<file path="src/rtl/ff_pkg.sv">
// Shared encodings for the multi-mode flip-flop bank: update modes and the
// SR-mode policy applied when S and R are both asserted.
package ff_pkg;

  typedef enum logic [1:0] {
    MODE_D  = 2'b00,
    MODE_T  = 2'b01,
    MODE_SR = 2'b10,
    MODE_JK = 2'b11
  } mode_e;

  localparam int SR_HOLD  = 0;
  localparam int SR_SET   = 1;
  localparam int SR_RESET = 2;

endpackage

</file>
<file path="src/rtl/ff_bank_multimode_if.sv">
// Control/data bundle between a driver and the multi-mode flip-flop bank.
interface ff_bank_multimode_if #(
  parameter int unsigned WIDTH = 8,
  parameter int unsigned CNT_W = 8
);
  logic             en;
  logic [1:0]       mode;
  logic [WIDTH-1:0] a;
  logic [WIDTH-1:0] b;
  logic             clr;
  logic [WIDTH-1:0] qn;
  logic [WIDTH-1:0] qn_bar;
  logic [WIDTH-1:0] toggled;
  logic             illegal_flag;
  logic [CNT_W-1:0] change_cnt;

  modport master (
    output en, mode, a, b, clr,
    input  qn, qn_bar, toggled, illegal_flag, change_cnt
  );

  modport slave (
    input  en, mode, a, b, clr,
    output qn, qn_bar, toggled, illegal_flag, change_cnt
  );
endinterface

</file>
<file path="src/rtl/t_ff_bank.sv">
// Plain bank of T-type flip-flops: each set bit of i_t flips the matching
// stored bit. Knows nothing about the D/T/SR/JK modes above it.
module t_ff_bank #(
  parameter int unsigned          WIDTH     = 8,
  parameter logic [WIDTH-1:0]     RESET_VAL = {WIDTH{1'b0}}
) (
  input  logic             clk,
  input  logic             rst,
  input  logic [WIDTH-1:0] i_t,
  output logic [WIDTH-1:0] o_qn,
  output logic [WIDTH-1:0] o_qn_bar
);

  logic [WIDTH-1:0] r_qn;

  // Storage: reload on reset, otherwise apply the toggle vector.
  always_ff @(posedge clk) begin
    if (!rst) begin
      r_qn <= RESET_VAL;
    end else begin
      r_qn <= r_qn ^ i_t;
    end
  end

  assign o_qn     = r_qn;
  assign o_qn_bar = ~r_qn;

endmodule

</file>
<file path="src/rtl/ff_bank_multimode.sv">
// Multi-mode flip-flop bank. Each mode is reduced to a per-bit toggle vector
// that drives a T-type storage bank; also tracks illegal SR requests and a
// saturating count of cycles in which the stored value changed.
module ff_bank_multimode
  import ff_pkg::*;
#(
  parameter int unsigned      WIDTH      = 8,
  parameter logic [WIDTH-1:0] RESET_VAL  = {WIDTH{1'b0}},
  parameter int               SR_ILLEGAL = 0,
  parameter int unsigned      CNT_W      = 8
) (
  input logic                clk,
  input logic                rst,
  ff_bank_multimode_if.slave bus
);

  localparam logic [CNT_W-1:0] CNT_MAX = {CNT_W{1'b1}};
  localparam logic [CNT_W-1:0] CNT_ONE = {{(CNT_W-1){1'b0}}, 1'b1};

  logic [WIDTH-1:0] w_qn;
  logic [WIDTH-1:0] w_qn_bar;
  logic [WIDTH-1:0] w_both;
  logic [WIDTH-1:0] w_sr_both_val;
  logic [WIDTH-1:0] w_nx;
  logic [WIDTH-1:0] w_t;
  logic             w_illegal;
  logic             w_change;
  logic [CNT_W-1:0] w_cnt_base;
  logic [CNT_W-1:0] w_cnt_next;

  logic [WIDTH-1:0] r_toggled;
  logic             r_illegal;
  logic [CNT_W-1:0] r_cnt;

  assign w_both = bus.a & bus.b;

  // Value an SR bit takes when S and R are both high, fixed by SR_ILLEGAL.
  always_comb begin
    w_sr_both_val = w_qn;
    if (SR_ILLEGAL == SR_SET) begin
      w_sr_both_val = {WIDTH{1'b1}};
    end else if (SR_ILLEGAL == SR_RESET) begin
      w_sr_both_val = {WIDTH{1'b0}};
    end else begin
      w_sr_both_val = w_qn;
    end
  end

  // Mode decoder: per-bit next value. Bits with a=b=0 hold in SR/JK.
  always_comb begin
    w_nx = w_qn;
    case (bus.mode)
      MODE_D:  w_nx = bus.a;
      MODE_T:  w_nx = w_qn ^ bus.a;
      MODE_SR: w_nx = (bus.a & ~bus.b) | (w_qn & ~bus.a & ~bus.b)
                    | (w_both & w_sr_both_val);
      MODE_JK: w_nx = (bus.a & ~bus.b) | (w_qn & ~bus.a & ~bus.b)
                    | (w_both & ~w_qn);
      default: w_nx = w_qn;
    endcase
  end

  // Toggle vector and the per-cycle events it produces.
  always_comb begin
    w_t       = {WIDTH{1'b0}};
    w_illegal = 1'b0;
    if (bus.en) begin
      w_t       = w_nx ^ w_qn;
      w_illegal = (bus.mode == MODE_SR) && (|w_both);
    end else begin
      w_t       = {WIDTH{1'b0}};
      w_illegal = 1'b0;
    end
    w_change = |w_t;
  end

  // Counter next value: clr zeroes first, a change event then adds one
  // unless already saturated.
  always_comb begin
    w_cnt_base = bus.clr ? {CNT_W{1'b0}} : r_cnt;
    w_cnt_next = w_cnt_base;
    if (w_change && (w_cnt_base != CNT_MAX)) begin
      w_cnt_next = w_cnt_base + CNT_ONE;
    end else begin
      w_cnt_next = w_cnt_base;
    end
  end

  // Status registers: last toggle vector, sticky illegal flag, change count.
  always_ff @(posedge clk) begin
    if (!rst) begin
      r_toggled <= {WIDTH{1'b0}};
      r_illegal <= 1'b0;
      r_cnt     <= {CNT_W{1'b0}};
    end else begin
      r_toggled <= w_t;
      r_illegal <= (r_illegal & ~bus.clr) | w_illegal;
      r_cnt     <= w_cnt_next;
    end
  end

  t_ff_bank #(
    .WIDTH    (WIDTH),
    .RESET_VAL(RESET_VAL)
  ) u_bank (
    .clk     (clk),
    .rst     (rst),
    .i_t     (w_t),
    .o_qn    (w_qn),
    .o_qn_bar(w_qn_bar)
  );

  assign bus.qn           = w_qn;
  assign bus.qn_bar       = w_qn_bar;
  assign bus.toggled      = r_toggled;
  assign bus.illegal_flag = r_illegal;
  assign bus.change_cnt   = r_cnt;

endmodule

</file>
<file path="src/flat_wrapper.sv">
// flat-port wrapper written by rule: the top's interface ports become plain ports
module ff_bank_multimode_flat import ff_pkg::*;
#(
  parameter int unsigned      WIDTH      = 8,
  parameter logic [WIDTH-1:0] RESET_VAL  = {WIDTH{1'b0}},
  parameter int               SR_ILLEGAL = 0,
  parameter int unsigned      CNT_W      = 8
)
  (clk, rst, bus_en, bus_mode, bus_a, bus_b, bus_clr, bus_qn, bus_qn_bar, bus_toggled, bus_illegal_flag, bus_change_cnt);
  ff_bank_multimode_if #(.WIDTH(WIDTH), .CNT_W(CNT_W)) bus_i ();
  input logic clk;
  input logic rst;
  input wire logic [$bits(bus_i.en)-1:0] bus_en;
  input wire logic [$bits(bus_i.mode)-1:0] bus_mode;
  input wire logic [$bits(bus_i.a)-1:0] bus_a;
  input wire logic [$bits(bus_i.b)-1:0] bus_b;
  input wire logic [$bits(bus_i.clr)-1:0] bus_clr;
  output wire logic [$bits(bus_i.qn)-1:0] bus_qn;
  output wire logic [$bits(bus_i.qn_bar)-1:0] bus_qn_bar;
  output wire logic [$bits(bus_i.toggled)-1:0] bus_toggled;
  output wire logic [$bits(bus_i.illegal_flag)-1:0] bus_illegal_flag;
  output wire logic [$bits(bus_i.change_cnt)-1:0] bus_change_cnt;
  assign bus_i.en = bus_en;
  assign bus_i.mode = bus_mode;
  assign bus_i.a = bus_a;
  assign bus_i.b = bus_b;
  assign bus_i.clr = bus_clr;
  assign bus_qn = bus_i.qn;
  assign bus_qn_bar = bus_i.qn_bar;
  assign bus_toggled = bus_i.toggled;
  assign bus_illegal_flag = bus_i.illegal_flag;
  assign bus_change_cnt = bus_i.change_cnt;
  ff_bank_multimode #(.WIDTH(WIDTH), .RESET_VAL(RESET_VAL), .SR_ILLEGAL(SR_ILLEGAL), .CNT_W(CNT_W)) u_core (.clk(clk), .rst(rst), .bus(bus_i));
endmodule
</file>
<file path="config.mk">
export PLATFORM = sky130hd
export DESIGN_NAME = ff_bank_multimode_flat
export DESIGN_NICKNAME = d
export VERILOG_FILES = /design/src/rtl/ff_pkg.sv /design/src/rtl/ff_bank_multimode_if.sv /design/src/rtl/t_ff_bank.sv /design/src/rtl/ff_bank_multimode.sv /design/src/flat_wrapper.sv
export SDC_FILE = /design/constraint.sdc
export NUM_CORES = 1
export LEC_CHECK = 0
export ABC_AREA = 1
export CAP_MARGIN = 20
export CORE_MARGIN = 1.5
export CORE_UTILIZATION = 46
export DETAILED_ROUTE_END_ITERATION = 6
export PLACE_DENSITY = 0.88
export SKIP_CTS_REPAIR_TIMING = 1
export SYNTH_ARGS = -nofsm -noshare
export SYNTH_HDL_FRONTEND = slang
export SYNTH_SLANG_ARGS = --single-unit
</file>
<file path="constraint.sdc">
create_clock -name clk -period 2.2 [get_ports clk]
set_input_delay 0.44 -clock clk [delete_from_list [all_inputs] [get_ports clk]]
set_output_delay 0.44 -clock clk [all_outputs]
set_load 0.01 [all_outputs]
</file>
==> metrics, run 1 <==
clock tree buffer depth=2; Starting DRT DRC Count=153; outcome=complete, no violations; GRT overflow=0; crit-path max FO=8; row cnt=22; mean post-synth cell area=6.131 µm²; pre-CTS setup slack=-337.1 ps; CTS root buffer=clkbuf_8; critical setup path kind=input port to register; final worst-path cycle share=a little over nine tenths; Synth area leader=dfxtp_1; Slew headroom=81.21%; Lkg Pwr=0.001401 µW; synthesis-to-finish area growth=61.73%; Unique masters post-synth=24; Core Util, Final=76.41%; synth warn=0; register area share after synthesis=29.15%; max cap viols=0; proportion of netlist area held by the largest area contributor=29.15%; Inserted Clock Buffers=3; Die ar.=about 4000 µm²; dpl hpwl=roughly 4000 µm; H-tree Lvls=1; final setup margin=96.30 ps; Tot GR Track Use=25.43%; DRT Pass-1 Iters=4; first-pass GRT wire length=8404 µm; Ports=55; post-DR wirelength/cell=12.88 µm; WL final=5450 µm; CTS sink cnt=25; register bit total from synthesis=25; Mapped Cells=280; CP endpoint kind=register; fin. max-slew vios=0; most used cell, CP=nand2_1; vias in the first global route=~2000; CTS tree=done; Clock Latency Late Sink=270 ps; fin area=~2800 µm²; dpl cells=between 400 and 500; clock skew=8.712 ps; Die Y=64.09 µm; Antenna Nets Post-Route=0; routability cong.=0.9225; share of cells above drive strength 1=20.27%; Worst path slowest cell=clkdlybuf4s50_1; Synth area leaders=dfxtp_1 (29%), nand2_1 (15%), nand3_1 (12%), inv_1 (10%), a21oi_1 (7.3%); worst-margin pin slew=279.8 ps; CP arrival=2260 ps; initial antenna violation count=0; largest net degree at the start of global routing=25; Synth Net Count=around 310; clock slew seen by the registers of the worst setup and hold paths=90 ps; Hold WC Path Type=register to register; hold_ws=494.4 ps; CP Data Required Time=2360 ps; drt via density=5.071; HP Start=u_core.bus.illegal_flag; Area after DPL=2596 µm²; max incr delay on CP=between 400 and 500 ps; Die X=64.09 µm; area of the mapped netlist=1717 µm²; starting density of the core=47.25%; Worst VDD drop=0.0002608 V; # setup viols final=0; Finished Layout Cells=423; FMAX=approximately 480 MHz; min cycle time layout=2104 ps; Core Area=roughly 3600 µm²; Final nets=slightly above 400; Final Hold Vio Count=0; Critical Path Start Type=input port; # port buffers=54; CP Launch Point=bus_a[7]; # fillers=~280; pwr/cell area=452.8 nW/µm²; vias post-DR=2145; Diodes inserted=0; crit-path cells=clkdlybuf4s50_1 > inv_1 > ha_4 > nand2_1 > a21oi_1 > nand2_1 > nand2_1 > nand2_1 > nand3_2 > nand2_1 > nor2_2 > nand2_4 > buf_4 > nand3_1 > a21oi_1; drt drc=0
==> worst max-delay path: cells and delay by family <==
family	cells	cell delay, ps
simple gates	9	780
fa+ha+maj	1	140
buf+inv	3	710
compound gates	2	200
==> through the flow <==
step                setup TNS (ps)  total power [µW]
floorplan                        0             707.7
global placement             -1998             920.9
detailed placement           -2479             933.6
CTS                         -255.2              1201
global route                -127.7              1324
finish                           0              1257
==> where the power goes <==
part	switching, µW	internal [µW]	total (µW)	leakage, µW
clock	151	130	281	0.0000228
combinational	235	239	474	0.00117
sequential	23.5	479	502	0.000205
==> worst paths after layout <==
check | end | slack (ps) | depth (start not counted)
worst max register to register | u_core.bus.change_cnt[1] | 310 | 13
worst min-delay path | u_core.bus.illegal_flag | 490 | 2
worst min register to register | u_core.bus.illegal_flag | 490 | 2
worst max-delay path | u_core.bus.change_cnt[1] | 100 | 15
==> cell usage in the layout, fill, tap and decap left out, drive strengths merged <==
master	synthesis	routed
nand2	72	72
inv	52	53
clkdlybuf4s50	0	47
buf	2	43
nand3	42	42
dfxtp	25	25
a21oi	25	25
nor2	18	18
o21ai	16	16
ha	9	9
dlymetal6s2s	0	7
xor2	4	4
clkbuf	4	4
nor3	3	3
xnor2	2	2
o22ai	2	2
nand4	1	1
o2111ai	1	1
o31ai	1	1
==> layout make-up <==
cell class                      instances  area (µm²)  share of cell area [%]
Multi-Input combinational cell        196        1075                   38.71
Inverter                               53       198.9                   7.165
Clock buffer                            4       45.04                   1.622
Timing Repair Buffer                   97       897.1                   32.31
Sequential cell                        25       500.5                   18.03
Tap cell                               48       60.06                   2.163
==> metal layers <==
metal,track usage [%],vias up,part of all wire [%]
li1,-,1086,-
met1,30.85,950,41
met2,45.05,97,51
met3,4.049,12,6.7
met4,9.309,0,1.6
met5,0,-,0
==> cells in the mapped netlist <==
cell       number
o21ai_0         8
o31ai_1         1
nand2_2         2
clkbuf_1        4
nor2_1         17
nand2_1        69
nand3_1        42
o21ai_1         8
nand2_4         1
buf_6           1
nand4_1         1
a21oi_1        25
ha_1            9
clkinv_1        1
nor2_2          1
dfxtp_1        25
o2111ai_1       1
nor3_1          3
inv_2           6
inv_1          46
xor2_1          4
xnor2_1         2
o22ai_1         2
buf_4           1
==> kinds of logic (layout without fill, tap and decap cells) <==
kind of cell             count (synthesis)  count (layout)  synth area share (%)
AND/OR/NAND/NOR                        136             136                 34.04
buffers and inverters                   59             154                 13.56
adder cells (fa/ha/maj)                  9               9                 6.560
flip-flops                              25              25                 29.15
AO/OA/AOI/OAI                           45              45                 13.63
XOR/XNOR                                 6               6                 3.061
(Power assumes the default switching activity.)
==> inputs of run 2 (changes only) <==
- ABC_CLOCK_PERIOD_IN_PS: unset -> 2200
==> results of run 2 <==
Same layout as run 1: the final DEF is identical, and so are final timing and power.
